**config.mk**
```make
export PLATFORM = sky130hd
export DESIGN_NAME = hold_queue_flat
export DESIGN_NICKNAME = d
export VERILOG_FILES = /design/src/rtl/hold_queue_if.sv /design/src/rtl/hold_queue.sv /design/src/flat_wrapper.sv
export SDC_FILE = /design/constraint.sdc
export NUM_CORES = 1
export LEC_CHECK = 0
export CAP_MARGIN = 30
export CORE_AREA = 8 8 45 47
export CTS_CLUSTER_DIAMETER = 150
export DETAILED_ROUTE_END_ITERATION = 16
export DIE_AREA = 0 0 53 55
export HOLD_SLACK_MARGIN = 0.02
export PLACE_DENSITY = 0.63
export SLEW_MARGIN = 20
export SYNTH_ARGS = -nofsm -noshare
export SYNTH_HDL_FRONTEND = slang
export SYNTH_SLANG_ARGS = --single-unit
```
**constraint.sdc**
```tcl
create_clock -name clk -period 1.41 [get_ports clk]
set_clock_uncertainty 0.15 [all_clocks]
set_input_delay 0.2115 -clock clk [delete_from_list [all_inputs] [get_ports clk]]
set_output_delay 0.2115 -clock clk [all_outputs]
set_load 0.05 [all_outputs]
```
**src/rtl/hold_queue_if.sv**
```systemverilog
`default_nettype none
// +-----------------------------------------------------------------------+
// | hold_queue_if : handshake/data bundle for the hold_queue buffer        |
// | Rev 1.0                                                               |
// +-----------------------------------------------------------------------+
interface hold_queue_if #(
  parameter int WIDTH = 1,
  parameter int DEPTH = 2
);
  localparam int c_CNT_W = $clog2(DEPTH + 1);

  logic               flush;
  logic [WIDTH-1:0]   data_in;
  logic               input_valid;
  logic               input_ready;
  logic               stall;
  logic [WIDTH-1:0]   data_out;
  logic               valid_out;
  logic [c_CNT_W-1:0] count;
  logic               overflow;

  modport master (
    output flush, data_in, input_valid, stall,
    input  input_ready, data_out, valid_out, count, overflow
  );

  modport slave (
    input  flush, data_in, input_valid, stall,
    output input_ready, data_out, valid_out, count, overflow
  );
endinterface
`default_nettype wire

```
**src/rtl/hold_queue.sv**
```systemverilog
`default_nettype none
// +-----------------------------------------------------------------------+
// | hold_queue : multi-entry pipeline hold buffer with zero-latency        |
// |              passthrough, backpressure, overflow flag and flush        |
// | Rev 1.0                                                               |
// +-----------------------------------------------------------------------+
module hold_queue #(
  parameter int WIDTH = 1,
  parameter int DEPTH = 2
) (
  input  logic         clk,
  input  logic         reset_n,
  hold_queue_if.slave  bus
);
  localparam int c_CNT_W = $clog2(DEPTH + 1);
  localparam int c_PTR_W = (DEPTH > 1) ? $clog2(DEPTH) : 1;
  localparam logic [c_CNT_W-1:0] c_FULL = c_CNT_W'(DEPTH);
  localparam logic [c_PTR_W-1:0] c_LAST = c_PTR_W'(DEPTH - 1);

  logic [WIDTH-1:0]   r_mem [DEPTH];
  logic [c_PTR_W-1:0] r_rd_ptr;
  logic [c_PTR_W-1:0] r_wr_ptr;
  logic [c_CNT_W-1:0] r_count;
  logic               r_overflow;

  logic w_empty, w_full, w_pass, w_valid, w_pop, w_push, w_drop;

  // Depth need not be a power of two, so wrap on an explicit compare
  function automatic logic [c_PTR_W-1:0] f_next(input logic [c_PTR_W-1:0] p);
    return (p == c_LAST) ? '0 : p + 1'b1;
  endfunction

  always_comb begin
    w_empty = (r_count == '0);
    w_full  = (r_count == c_FULL);
    w_pass  = w_empty && bus.input_valid && !bus.stall && !bus.flush;
    w_valid = reset_n && !bus.stall && !bus.flush && (!w_empty || bus.input_valid);
    w_pop   = w_valid && !w_empty;
    w_push  = bus.input_valid && !w_pass && !bus.flush && (!w_full || w_pop);
    w_drop  = bus.input_valid && w_full && !w_pop && !bus.flush;
  end

  assign bus.valid_out   = w_valid;
  assign bus.input_ready = reset_n && !bus.flush && (!w_full || !bus.stall);
  assign bus.data_out    = !reset_n ? '0 : (w_pass ? bus.data_in : r_mem[r_rd_ptr]);
  assign bus.count       = r_count;
  assign bus.overflow    = r_overflow;

  always_ff @(posedge clk or negedge reset_n) begin
    if (!reset_n) begin
      r_rd_ptr   <= '0;
      r_wr_ptr   <= '0;
      r_count    <= '0;
      r_overflow <= 1'b0;
      for (int i = 0; i < DEPTH; i++) begin
        r_mem[i] <= '0;
      end
    end else begin
      r_overflow <= w_drop;
      if (bus.flush) begin
        // Storage is left as-is; only the bookkeeping is cleared
        r_rd_ptr <= '0;
        r_wr_ptr <= '0;
        r_count  <= '0;
      end else begin
        if (w_push) begin
          r_mem[r_wr_ptr] <= bus.data_in;
          r_wr_ptr        <= f_next(r_wr_ptr);
        end
        if (w_pop) begin
          r_rd_ptr <= f_next(r_rd_ptr);
        end
        case ({w_push, w_pop})
          2'b10:   r_count <= r_count + 1'b1;
          2'b01:   r_count <= r_count - 1'b1;
          default: r_count <= r_count;
        endcase
      end
    end
  end
endmodule
`default_nettype wire
```
**src/flat_wrapper.sv**
```systemverilog
// flat-port wrapper written by rule: the top's interface ports become plain ports
module hold_queue_flat 
#(
  parameter int WIDTH = 1,
  parameter int DEPTH = 2
)
  (clk, reset_n, bus_flush, bus_data_in, bus_input_valid, bus_stall, bus_input_ready, bus_data_out, bus_valid_out, bus_count, bus_overflow);
  hold_queue_if #(.WIDTH(WIDTH), .DEPTH(DEPTH)) bus_i ();
  input  logic clk;
  input  logic reset_n;
  input wire logic [$bits(bus_i.flush)-1:0] bus_flush;
  input wire logic [$bits(bus_i.data_in)-1:0] bus_data_in;
  input wire logic [$bits(bus_i.input_valid)-1:0] bus_input_valid;
  input wire logic [$bits(bus_i.stall)-1:0] bus_stall;
  output wire logic [$bits(bus_i.input_ready)-1:0] bus_input_ready;
  output wire logic [$bits(bus_i.data_out)-1:0] bus_data_out;
  output wire logic [$bits(bus_i.valid_out)-1:0] bus_valid_out;
  output wire logic [$bits(bus_i.count)-1:0] bus_count;
  output wire logic [$bits(bus_i.overflow)-1:0] bus_overflow;
  assign bus_i.flush = bus_flush;
  assign bus_i.data_in = bus_data_in;
  assign bus_i.input_valid = bus_input_valid;
  assign bus_i.stall = bus_stall;
  assign bus_input_ready = bus_i.input_ready;
  assign bus_data_out = bus_i.data_out;
  assign bus_valid_out = bus_i.valid_out;
  assign bus_count = bus_i.count;
  assign bus_overflow = bus_i.overflow;
  hold_queue #(.WIDTH(WIDTH), .DEPTH(DEPTH)) u_core (.clk(clk), .reset_n(reset_n), .bus(bus_i));
endmodule
```
==> impl_metrics.ini, run 1 <==
[status]
run_status = finished with violations
failing_checks = setup timing

[worst_setup_path]
critPathMaxFanout = 3
reg2regPathDepth = 5
startpoint_type = flip-flop
worst-endpoint-arrival_ns = 1.39
path_class = flip-flop to output port
wp_data_required_ns = 1.05
endpoint_kind = output port

[cts]
cts-root-buf = clkbuf_4
max-clock-path-buffers = 2
cts_made_buffers = 3
clock_tree.htree_level_count = 1
clk_transition_reported_paths_ns = 0.05
clkSinkCount = 7
clock_tree_from_tritoncts = built
worstSkewPairLatency_ns = 0.26

[timing]
final-max-slew-violation-count = 0
worst_slew_pin_slew_ns = 0.2663
timing.final.crit_share_pct = 124.4
final_hold_viol_count = 0
whs_ns = 0.1700
layout_min_cycle_time_ns = 1.754
setup_total_negative_slack_ns = -2.036
finalSetupViolCount = 8
max_clock_freq_mhz = 570.0
slew_headroom_pct = 81.74
worst_slack_ns = -0.3444
grt_setup_unrepaired = yes

[route]
detail_route.iter0.violations = 6
wl_met2_um = 806
post_drt_via_cell_ratio = 5.379
route.detailed.drc = 0
route.met3.wl_um = 69
top_layer_used = met4
drtPass1Iterations = 4
routed_wirelength_mm = 1.556
post_route_ant_nets = 0
routed_wire_length_per_instance_um = 16.38
sum_of_routed_wire_segments_on_met1_um = 616
vias = 511

[cells_and_area]
fillCellCount = 102
multiInputGateArea_um2 = 389.1
layout-area-overhead-vs-synth_pct = 95.51
mostFrequentLayoutCells = 18 x buf_4, 7 x buf_12, 5 x dfrtp_1
mostFrequentLayoutCell = buf_4
register_area_um2 = 177.7
post_route_cells_drive_above_1_share_pct = 62.03
diodes = 0
nets = 86

[floorplan]
die_y_um = 55
placeableCoreArea_um2 = 1384
initial_utilization_pct = 36.26
core.rowCount = 14
fp.dieW_um = 53
io_pins = 12
die_area_um2 = 2915

[placement]
hpwlAfterDp_mm = 1.124
gp_routability_congestion = 0.7338
port-buffer-count = 11

[grt]
overflow = 0
number_of_global_route_vias_before_repair = 567
grt_first_pass_wirelength_mm = 2.704
grt_start_max_net_pins = 9
antenna_found_initial = 0
combined_global_route_utilization_of_all_metal_layers_pct = 13.08

[yosys]
netlist_area_um2 = 501.7
syn_avg_cell_area_um2 = 10.91
ys_seq_area_share_pct = 34.91
synth.yosys.warnings = 0
syn_inst = 46
ys_ff_latch = 7
synthDistinctLibCells = 29
synth.net_count = 52

[worst_hold_path]
worst_hold_path_type = primary input to async pin

[power_and_ir_drop]
static-leakage-power_nw = 0.4088
power.total_w = 0.0007432
power_per_cell_area_nw_per_um2 = 757.7
peakVddDrop_mv = 0.4012

[run]
max_cap_violations = 0
-- cells by family (layout without fill, tap and decap cells) --
| family | Yosys count | after routing | synth area share [%] |
|---|---|---|---|
| compound gates | 13 | 13 | 24.44 |
| xor+xnor | 1 | 1 | 1.746 |
| buf+inv | 7 | 40 | 9.226 |
| flops | 7 | 7 | 34.91 |
| mux | 3 | 3 | 6.484 |
| simple gates | 15 | 15 | 23.19 |
-- report_power, final --
| part | leakage [nW] | internal (W) | total [W] | switching, W |
|---|---|---|---|---|
| registers | 0.0892 | 0.000227 | 0.000246 | 0.0000190 |
| logic | 0.305 | 0.000165 | 0.000311 | 0.000146 |
| clock network | 0.0150 | 0.000108 | 0.000186 | 0.0000782 |
| total | 0.409 | 0.000500 | 0.000743 | 0.000243 |
-- synthesized netlist by cell type, drive strengths merged --
| master | instances | share of area (%) |
|---|---|---|
| mux2i | 1 | 2.0 |
| mux2 | 2 | 4.5 |
| or3 | 1 | 1.2 |
| and4bb | 1 | 2.5 |
| nor2 | 1 | 0.75 |
| o21ai | 3 | 3.0 |
| nor3 | 2 | 2.0 |
| and2b | 1 | 1.5 |
| and4 | 2 | 4.0 |
| a311oi | 1 | 1.7 |
| a21oi | 2 | 2.0 |
| buf | 4 | 7.0 |
| a211oi | 3 | 4.5 |
| nand2b | 3 | 3.7 |
| o31a | 1 | 1.7 |
| o311ai | 2 | 8.5 |
| inv | 3 | 2.2 |
| nor4b | 1 | 1.7 |
| and3b | 1 | 2.5 |
| nand3b | 1 | 1.5 |
| xnor2 | 1 | 1.7 |
| nor2b | 1 | 1.7 |
| a2111oi | 1 | 3.0 |
| dfrtp | 7 | 35 |
-- final cells by class --
class                      count  share of cell area (%)
tap                           16                   2.041
sequential                     7                   18.11
clock buffer                   4                   2.679
multi-input combinational     32                   39.67
inverter                       3                   1.148
timing repair buffer          33                   36.35
-- final timing paths --
path	from	to	slack, ns
setup reg to reg	u_core.bus.count[1]	u_core.r_mem[1]	-0.28
setup / recovery	u_core.bus.count[0]	bus_data_out	-0.34
hold reg to reg	u_core.r_mem[0]	u_core.r_mem[0]	0.36
min in group clk	bus_flush	u_core.r_rd_ptr	0.30
max in group asynchronous	reset_n	u_core.bus.count[0]	0.82
hold / removal	reset_n	u_core.r_mem[0]	0.17
-- state kept, by name (all words and copies together), names as in the netlist --
name and cells:
u_core.bus.overflow 1, u_core.r_rd_ptr 1, u_core.bus.count 2, u_core.r_wr_ptr 1, u_core.r_mem 2
-- routing by layer --
| metal | vias up | GRT usage, % |
|---|---|---|
| met3 | 4 | 2.941 |
| li1 | 238 | - |
| met1 | 255 | 13.89 |
| met2 | 14 | 20.90 |
| met5 | - | 0 |
| met4 | 0 | 12.93 |
-- worst max-delay path, stage by stage (launching register included) --
cell and delay, ns:
dfrtp_2 0.43, nor2_4 0.14, nor4b_2 0.21, buf_4 0.16
a211oi_4 0.04, buf_12 0.16
-- per-stage QoR --
step           utilization [%]  worst slack (ns)  instances  instance area, um2
2_1_floorplan                -           -0.4020         46               563.0
4_1_cts                  69.17           -0.3924         94               957.2
3_5_place_dp             62.12           -0.5089         87               859.6
5_1_grt                  70.89           -0.4120         95               980.9
6_report                 70.89           -0.3444         95               980.9
3_3_place_gp             62.12           -0.4869         87               859.6
-- what timing repair did --
item | in CTS | in global routing
setup endpoints to repair | 9 | 9
resized for setup | 12 | 6
pin swaps | 3 | 4
hold endpoints to repair | 7 | 0
buffers inserted | 3 | 1
hold buffers | 1 | 0
cloned | 0 | 0
Power figures use the tool's default switching activity.
==> inputs of run 2 (changes only) <==
--- a/config.mk
+++ b/config.mk
@@ -12,6 +12,8 @@
 export DIE_AREA = 0 0 53 55
 export HOLD_SLACK_MARGIN = 0.02
 export PLACE_DENSITY = 0.63
+export RECOVER_POWER = 100
+export SETUP_SLACK_MARGIN = 0.15
 export SLEW_MARGIN = 20
 export SYNTH_ARGS = -nofsm -noshare
 export SYNTH_HDL_FRONTEND = slang
==> run 2 against run 1 <==
Die area is the same. Fmax decreased by 0.99%. Register-to-register slack got worse by 0.08 ns. Non-clock buffer count grew 4. Wire length is 3.5% lower. Combinational power shrank 2%. The flow still finishes with violations (setup timing). Highest routed layer unchanged. Setup slack got worse by 0.018 ns. First-iteration DRC count up 17%. Critical path depth shrank 1.
==> impl_metrics.ini, run 2 (synthesis gave the netlist of run 1 again) <==
[cells_and_area]
diodes = 0
fillCellCount = 110
mostFrequentLayoutCells = 18 x buf_4, 5 x buf_12, 5 x dfrtp_1
layout.cell_area.non_filler_um2 = 973.4
layout-area-overhead-vs-synth_pct = 94.02
post_route_cells_drive_above_1_share_pct = 59.04
final_core_utilization_pct = 70.34
nets = 90
mostFrequentLayoutCell = buf_4
non_filler_instances = 99

[cts]
clk_transition_reported_paths_ns = 0.06
clock_tree_from_tritoncts = built
worstSkewPairLatency_ns = 0.26
clock_tree.htree_level_count = 1
max-clock-path-buffers = 2
cts_made_buffers = 3
cts-root-buf = clkbuf_4
clkSinkCount = 7

[worst_setup_path]
reg2reg_from = u_core.bus.count[1]
critical-path-max-stage-delay_ns = 0.43
endpoint_kind = output port
path_class = flip-flop to output port
startpoint_type = flip-flop
reg2regPathDepth = 5
crit_path_top_delay_cell = dfrtp_2
worst-endpoint-arrival_ns = 1.41
critical_path.cell_chain = buf_4 -> buf_6 -> a311oi_4 -> buf_12
timing.rr.end = u_core.r_mem[1]
critPathMaxFanout = 7
r2r_setup_slack_ns = -0.36
wp_data_required_ns = 1.05

[floorplan]
placeableCoreArea_um2 = 1384
core.rowCount = 14
die_y_um = 55
die_area_um2 = 2915
fp.dieW_um = 53
initial_utilization_pct = 36.26
io_pins = 12

[timing]
finalSetupViolCount = 10
timing.final.crit_share_pct = 125.7
final-max-slew-violation-count = 0
layout_min_cycle_time_ns = 1.772
worst_slack_ns = -0.3619
grt_setup_unrepaired = yes
slew_headroom_pct = 79.97
final_hold_viol_count = 0
max_clock_freq_mhz = 564.4
worst_slew_pin_slew_ns = 0.2922

[placement]
dpl_cell_area_um2 = 854.6
hpwlAfterDp_mm = 1.079
numPlacedInstances = 88
gp_routability_congestion = 0.7763
port-buffer-count = 11

[worst_hold_path]
worst_hold_path_type = primary input to flip-flop
holdCritStartpoint = bus_flush
hold-path-cell-count = 3
hold-path-endpoint = u_core.r_rd_ptr

[route]
post_drt_via_cell_ratio = 5.222
routed_wire_length_per_instance_um = 15.16
detail_route.iter0.violations = 7
post_route_ant_nets = 0
route.detailed.drc = 0
drtPass1Iterations = 4
routed_wirelength_mm = 1.501
vias = 517

[power_and_ir_drop]
peakVddDrop_mv = 0.5230
power.total_w = 0.0007447
power_per_cell_area_nw_per_um2 = 765.1
static-leakage-power_nw = 0.4023

[status]
run_status = finished with violations
failing_checks = setup timing

[grt]
antenna_found_initial = 0
grt_start_max_net_pins = 8
grt_first_pass_wirelength_mm = 2.684
overflow = 0
combined_global_route_utilization_of_all_metal_layers_pct = 12.91
number_of_global_route_vias_before_repair = 576

[run]
max_cap_violations = 0
-- run 2: cell count changes in the layout (fill, tap and decap cells not counted), moves of 2 or more --
cell,change
clkbuf_2,+2
dlygate4sd3_1,+2
buf_12,-2
clkbuf_1,+3
-- run 2: per-layer routing --
layer,GRT usage [%],vias up,routed length (um)
met4,11.64,0,59
met3,1.070,5,45
met1,15.12,249,660
met5,0,-,0
li1,-,251,-
met2,20.70,12,735
-- run 2: worst max-delay path, delay by kind of cell, from the launching register on --
| kind | cells | cell delay [ns] |
|---|---|---|
| AOI/OAI and AO/OA | 1 | 0.25 |
| DFF | 1 | 0.43 |
| buffers and inverters | 3 | 0.46 |
-- run 2: final cells by class --
class | instances | area, um2 | area share [%]
clock buffers | 4 | 26.28 | 2.699
well taps | 16 | 20.02 | 2.057
flip-flops and latches | 7 | 177.7 | 18.25
inverters | 3 | 11.26 | 1.157
repair buffers | 37 | 347.8 | 35.73
multi-input cells | 32 | 390.4 | 40.10
-- run 2: how the worst max path moves through the flow --
stage	cells after the start	end	slack (ns)	start
final	4	bus_input_ready	-0.36	u_core.bus.count[1]
after global routing	4	bus_data_out	-0.42	u_core.bus.count[1]
after CTS	4	bus_data_out	-0.37	u_core.bus.count[1]
after detailed placement	6	bus_data_out	-0.51	bus_flush
after global placement	6	bus_data_out	-0.45	bus_flush
after floorplan	4	bus_data_out	-0.40	u_core.bus.count[1]
-- run 2: power by group --
group	switching [W]	total, W	internal (W)
logic	0.000145	0.000304	0.000159
clock network	0.0000861	0.000195	0.000109
registers	0.0000192	0.000246	0.000227
-- run 2: stage by stage --
stage	hold slack [ns]	setup TNS (ns)	worst slack [ns]
after floorplan	-0.2341	-1.602	-0.4007
after global placement	0.3310	-3.763	-0.4550
after detailed placement	0.3325	-3.884	-0.5062
after CTS	0.2518	-2.328	-0.3664
after global routing	0.3011	-2.802	-0.4186
final	0.2469	-2.280	-0.3619
-- run 2: timing repair --
item / CTS / global route
resized for setup: 13 / 7
pin swaps: 3 / 4
endpoints found under the setup margin: 12 / 11
hold endpoints to repair: 4 / 0
hold buffers: 2 / 0
buffers inserted: 5 / 0
